$ cat src/rtl/mmu_controller.sv
// Sequencer for one 2x2 systolic matrix multiply: byte-serial operand load,
// accumulator clear, three skewed feed cycles, drain, snapshot and result streaming.
module mmu_controller #(
  parameter int unsigned DATA_W       = 8,
  parameter int unsigned ACC_W        = 16,
  parameter int unsigned DRAIN_CYCLES = 2
) (
  input  logic                clk,
  input  logic                rst_n,
  input  logic                load_valid,
  output logic                load_ready,
  input  logic [DATA_W-1:0]   load_data,
  input  logic                start,
  output logic                busy,
  output logic                done,
  output logic                feed_en,
  output logic [1:0]          feed_cycle,
  output logic                mmu_clear,
  output logic [4*DATA_W-1:0] weights,
  output logic [4*DATA_W-1:0] inputs,
  input  logic [4*ACC_W-1:0]  acc_in,
  output logic                res_valid,
  input  logic                res_ready,
  output logic [ACC_W-1:0]    res_data,
  output logic [1:0]          res_idx
);

  typedef enum logic [2:0] {
    IDLE, LOAD, ARMED, CLEAR, FEED, DRAIN, CAPTURE, OUT
  } state_t;

  localparam logic [2:0] DRAIN_LAST = (DRAIN_CYCLES == 0) ? 3'd0 : 3'(DRAIN_CYCLES - 1);

  state_t            state, state_n;
  logic [2:0]        byte_cnt, byte_cnt_n;
  logic [2:0]        cyc_cnt, cyc_cnt_n;
  logic [1:0]        res_idx_n;
  logic [ACC_W-1:0]  res_data_n;
  logic              byte_we, done_n;
  logic [DATA_W-1:0] opnd [8];
  logic [ACC_W-1:0]  snap [4];

  wire load_fire = load_valid && load_ready;
  wire res_fire  = res_valid && res_ready;

  assign weights = {opnd[3], opnd[2], opnd[1], opnd[0]};
  assign inputs  = {opnd[7], opnd[6], opnd[5], opnd[4]};

  always_comb begin
    state_n    = state;
    byte_cnt_n = byte_cnt;
    cyc_cnt_n  = cyc_cnt;
    res_idx_n  = res_idx;
    res_data_n = res_data;
    byte_we    = 1'b0;
    done_n     = 1'b0;
    case (state)
      IDLE: if (load_fire) begin
        byte_we    = 1'b1;
        byte_cnt_n = 3'd1;
        state_n    = LOAD;
      end
      LOAD: if (load_fire) begin
        byte_we    = 1'b1;
        byte_cnt_n = byte_cnt + 3'd1;
        if (byte_cnt == 3'd7) state_n = ARMED;
      end
      ARMED: if (start) state_n = CLEAR;
      CLEAR: begin
        state_n   = FEED;
        cyc_cnt_n = '0;
      end
      FEED: begin
        if (cyc_cnt == 3'd2) begin
          cyc_cnt_n = '0;
          state_n   = (DRAIN_CYCLES == 0) ? CAPTURE : DRAIN;
        end else begin
          cyc_cnt_n = cyc_cnt + 3'd1;
        end
      end
      DRAIN: begin
        if (cyc_cnt == DRAIN_LAST) begin
          cyc_cnt_n = '0;
          state_n   = CAPTURE;
        end else begin
          cyc_cnt_n = cyc_cnt + 3'd1;
        end
      end
      CAPTURE: begin
        state_n    = OUT;
        res_idx_n  = '0;
        // First word bypasses the snapshot so it is valid in the first OUT cycle.
        res_data_n = acc_in[ACC_W-1:0];
      end
      OUT: begin
        if (res_fire) begin
          res_idx_n = res_idx + 2'd1;
          if (res_idx == 2'd3) begin
            state_n    = IDLE;
            done_n     = 1'b1;
            res_data_n = '0;
          end else begin
            res_data_n = snap[res_idx + 2'd1];
          end
        end else begin
          res_data_n = snap[res_idx];
        end
      end
      default: state_n = IDLE;
    endcase
  end

  // Outputs are registered from the next-state decode so they line up with the state.
  always_ff @(posedge clk or negedge rst_n) begin
    if (!rst_n) begin
      state      <= IDLE;
      byte_cnt   <= '0;
      cyc_cnt    <= '0;
      load_ready <= 1'b0;
      busy       <= 1'b0;
      done       <= 1'b0;
      feed_en    <= 1'b0;
      feed_cycle <= '0;
      mmu_clear  <= 1'b0;
      res_valid  <= 1'b0;
      res_data   <= '0;
      res_idx    <= '0;
      for (int unsigned i = 0; i < 8; i++) opnd[i] <= '0;
      for (int unsigned i = 0; i < 4; i++) snap[i] <= '0;
    end else begin
      state      <= state_n;
      byte_cnt   <= byte_cnt_n;
      cyc_cnt    <= cyc_cnt_n;
      load_ready <= (state_n == IDLE) || (state_n == LOAD);
      busy       <= !((state_n == IDLE) || (state_n == ARMED));
      done       <= done_n;
      feed_en    <= (state_n == FEED);
      feed_cycle <= (state_n == FEED) ? cyc_cnt_n[1:0] : 2'd0;
      mmu_clear  <= (state_n == CLEAR);
      res_valid  <= (state_n == OUT);
      res_data   <= res_data_n;
      res_idx    <= res_idx_n;
      if (byte_we) opnd[(state == IDLE) ? 3'd0 : byte_cnt] <= load_data;
      if (state == CAPTURE)
        for (int unsigned i = 0; i < 4; i++) snap[i] <= acc_in[i*ACC_W +: ACC_W];
    end
  end

endmodule

$ cat config.mk
export PLATFORM = sky130hd
export DESIGN_NAME = mmu_controller
export DESIGN_NICKNAME = d
export VERILOG_FILES = /design/src/rtl/mmu_controller.sv
export SDC_FILE = /design/constraint.sdc
export NUM_CORES = 1
export LEC_CHECK = 0
export ABC_AREA = 1
export CORE_ASPECT_RATIO = 1.2
export CORE_MARGIN = 2
export CORE_UTILIZATION = 51
export DETAILED_ROUTE_END_ITERATION = 8
export GPL_TIMING_DRIVEN = 0
export PLACE_DENSITY_LB_ADDON = 0.05
export SETUP_SLACK_MARGIN = 0.02
export SLEW_MARGIN = 10
export SYNTH_ARGS = -nofsm -noshare
export SYNTH_HDL_FRONTEND = slang
export SYNTH_SLANG_ARGS = --single-unit
$ cat constraint.sdc
create_clock -name clk -period 2.1 [get_ports clk]
set_input_delay 0.315 -clock clk [delete_from_list [all_inputs] [get_ports clk]]
set_output_delay 0.315 -clock clk [all_outputs]
set_load 0.01 [all_outputs]
==> flow_summary.json <==
{
  "fin_crit_sh_pct": 88.3,
  "intPower_w": 0.00777,
  "avgRoutedWirePerCell_um": 15.9,
  "comb_power_share_pct": 42.7,
  "antenna_found_initial": 0,
  "routabilityCongestion": 0.900,
  "dp_hpwl_mm": 15.9,
  "power.density_nw_per_um2": 1290,
  "hold_viol_final": 0,
  "clk_pin_slew_ns": 0.07,
  "clkSinkCount": 163,
  "avgSynthCellArea_um2": 7.98,
  "numCtsBuffers": 17,
  "clock_skew_ns": 0.00769,
  "grt_pass1_wl_mm": 35.1,
  "hold_path_class": "input pin to async pin",
  "peakVddDrop_mv": 0.560,
  "max_cap_violations": 0,
  "drc": 0,
  "fin_nets": 1232,
  "cp_max_fo": 10,
  "hold_slack_ns": 0.447,
  "fin_total_pwr_w": 0.0133,
  "drt_wl_total_mm": 21.7,
  "diodes": 0,
  "cts_max_path_buffers": 2,
  "yosysSeqAreaShare_pct": 52.9,
  "grt_pass1_vias": 6888,
  "path_class": "flip-flop to flip-flop",
  "viasPerCell": 5.08,
  "num_io_pins": 167,
  "worstPathArrival_ns": 2.17,
  "cts-htree-levels": 4,
  "die_x_um": 116,
  "setup.worst_path.end_class": "flip-flop",
  "synth_edf_count": 0,
  "syn_area_um2": 7710,
  "seqPwrFrac_pct": 34.2,
  "grtUsageTotal_pct": 28.0,
  "layout_common_cells": "384 x nand2_1, 165 x clkdlybuf4s50_1, 163 x dfrtp_1",
  "ant_nets": 0,
  "start_util_pct": 51.8,
  "worstSetupStartpointType": "flip-flop",
  "clkPwrFrac_pct": 23.1,
  "clockRootBuffer": "clkbuf_16",
  "firstDrtPassIters": 5,
  "setup_tns_ns": 0,
  "die_h_um": 139,
  "synth_flop_cell": "dfrtp_1",
  "tritoncts": "yes",
  "run_status": "complete, no violations",
  "core_area_um2": 14900,
  "vias": 6956,
  "drv_slew": 0,
  "clock.fmax_ghz": 0.540,
  "synth_cell_type_count": 32,
  "net-switching-power_w": 0.00548,
  "p_sw_share_pct": 41.4,
  "maxSlewHeadroom_pct": 56.3,
  "tightest_slew_ns": 0.656,
  "placementRows": 49,
  "numPortBuffers": 166,
  "async_flop_share_pct": 100,
  "finalSetupViolCount": 0,
  "synth_nets": 1046,
  "gr-total-overflow": 0,
  "grt_max_degree": 93,
  "period_needed_ns": 1.85,
  "layout_commonest_cell": "nand2_1",
  "worstPathRequired_ns": 2.42,
  "rsz0062_at_grt": "false",
  "insertion_delay_ns": 0.43,
  "drtIter0Drc": 388,
  "die_area_um2": 16100,
  "syn_to_final_growth_pct": 32.9,
  "post_cts_buffers": 0,
  "synth_cells": 966,
  "layout-drive-gt1-share_pct": 7.22,
  "p_leak_nw": 4.99,
  "ys_ff_latch": 163,
  "yosys_warnings": 0
}
## Yosys cell counts, types with 2 or more instances
cell,instances,area share (%)
nand2_2,5,0.41
nand3_1,14,0.91
ha_1,3,0.49
a21oi_1,9,0.58
nor2_4,2,0.29
o21ai_1,28,1.8
nand2_1,384,19
nor2_2,3,0.24
nor2_1,34,1.7
dfrtp_1,163,53
nor3_4,3,0.63
o21ai_0,81,5.3
buf_6,3,0.44
inv_1,109,5.3
nand2_4,2,0.29
inv_2,3,0.15
clkbuf_1,20,0.97
buf_2,19,1.2
o211ai_1,64,6.2
nor3_1,2,0.13
buf_4,4,0.39
## path summary, 6_finish.rpt
kind / endpoint / slack [ns] / cells past startpoint / startpoint
min: snap[45] / 0.45 / 2 / rst_n
max: res_data[1] / 0.25 / 9 / res_idx[0]
min in group clk: snap[19] / 0.45 / 3 / acc_in[35]
max in group asynchronous: res_data[1] / 0.81 / 3 / rst_n
min reg2reg: weights[0] / 0.49 / 2 / weights[0]
max reg2reg: res_data[1] / 0.25 / 9 / res_idx[0]
## metal layers
metal | GRT usage, % | wire length (µm)
met5 | 0 | 0
met4 | 9.65 | 451
met3 | 8.52 | 1830
met2 | 46.6 | 10700
met1 | 34.4 | 8720
## cells by family (layout without fill, tap and decap cells)
| group | after synthesis | after routing | share of synthesized area [%] |
|---|---|---|---|
| AOI/OAI and AO/OA | 188 | 188 | 14.5 |
| adders and majority gates | 3 | 3 | 0.487 |
| buffers and inverters | 160 | 358 | 8.58 |
| DFF | 163 | 163 | 52.9 |
| and+or+nand+nor | 452 | 452 | 23.6 |
## critical path: stages, from the launching register on
cell and delay [ns]:
dfrtp_1 0.41, buf_2 0.20, clkinv_1 0.27, clkbuf_1 0.35, o211ai_1 0.18, nand2_1 0.08
nand2_1 0.07, nand2_1 0.08, nand2_1 0.06, nand2_1 0.05
## power by group through the flow
stage | clock, W | combinational (W) | sequential (W)
floorplan | 0 | 0.00369 | 0.00451
global placement | 0 | 0.00549 | 0.00455
detailed placement | 0 | 0.00559 | 0.00456
CTS | 0.00311 | 0.00564 | 0.00452
global route | 0.00323 | 0.00641 | 0.00462
finish | 0.00307 | 0.00566 | 0.00453
## sequential cells by signal, summed over array words and instances (netlist names)
| signal | flops |
|---|---|
| weights | 32 |
| res_valid | 1 |
| done | 1 |
| busy | 1 |
| snap | 64 |
| mmu_clear | 1 |
| load_ready | 1 |
| state | 3 |
| res_idx | 2 |
| res_data | 16 |
| byte_cnt | 3 |
| feed_cycle | 2 |
| inputs | 32 |
| cyc_cnt | 3 |
| feed_en | 1 |
## cell type report
| class | count | area [µm²] |
|---|---|---|
| multi-input combinational | 643 | 2970 |
| inverter | 113 | 424 |
| clock inverter | 13 | 136 |
| timing repair buffer | 168 | 1700 |
| fill | 1291 | 4650 |
| tap | 204 | 255 |
| buffer | 46 | 243 |
| clock buffer | 18 | 439 |
| sequential | 163 | 4080 |
## per-stage QoR
step / utilization [%] / setup slack [ns] / std cells / cell area [µm²]
after floorplan: - / 0.390 / 966 / 7710
after global placement: 64.6 / -5.97 / 1336 / 9630
after detailed placement: 64.8 / -0.131 / 1337 / 9660
after CTS: 68.8 / 0.0307 / 1369 / 10200
after global routing: 68.8 / 0.131 / 1368 / 10200
final: 68.8 / 0.247 / 1368 / 10200
## timing repair
item / 4_1_cts / 5_1_grt
gates resized for setup: 3 / 8
setup endpoints to repair: 11 / 15
hold buffers: 1 / 0
gates cloned: 0 / 0
hold endpoints to repair: 71 / 0
Power figures use the tool's default switching activity.
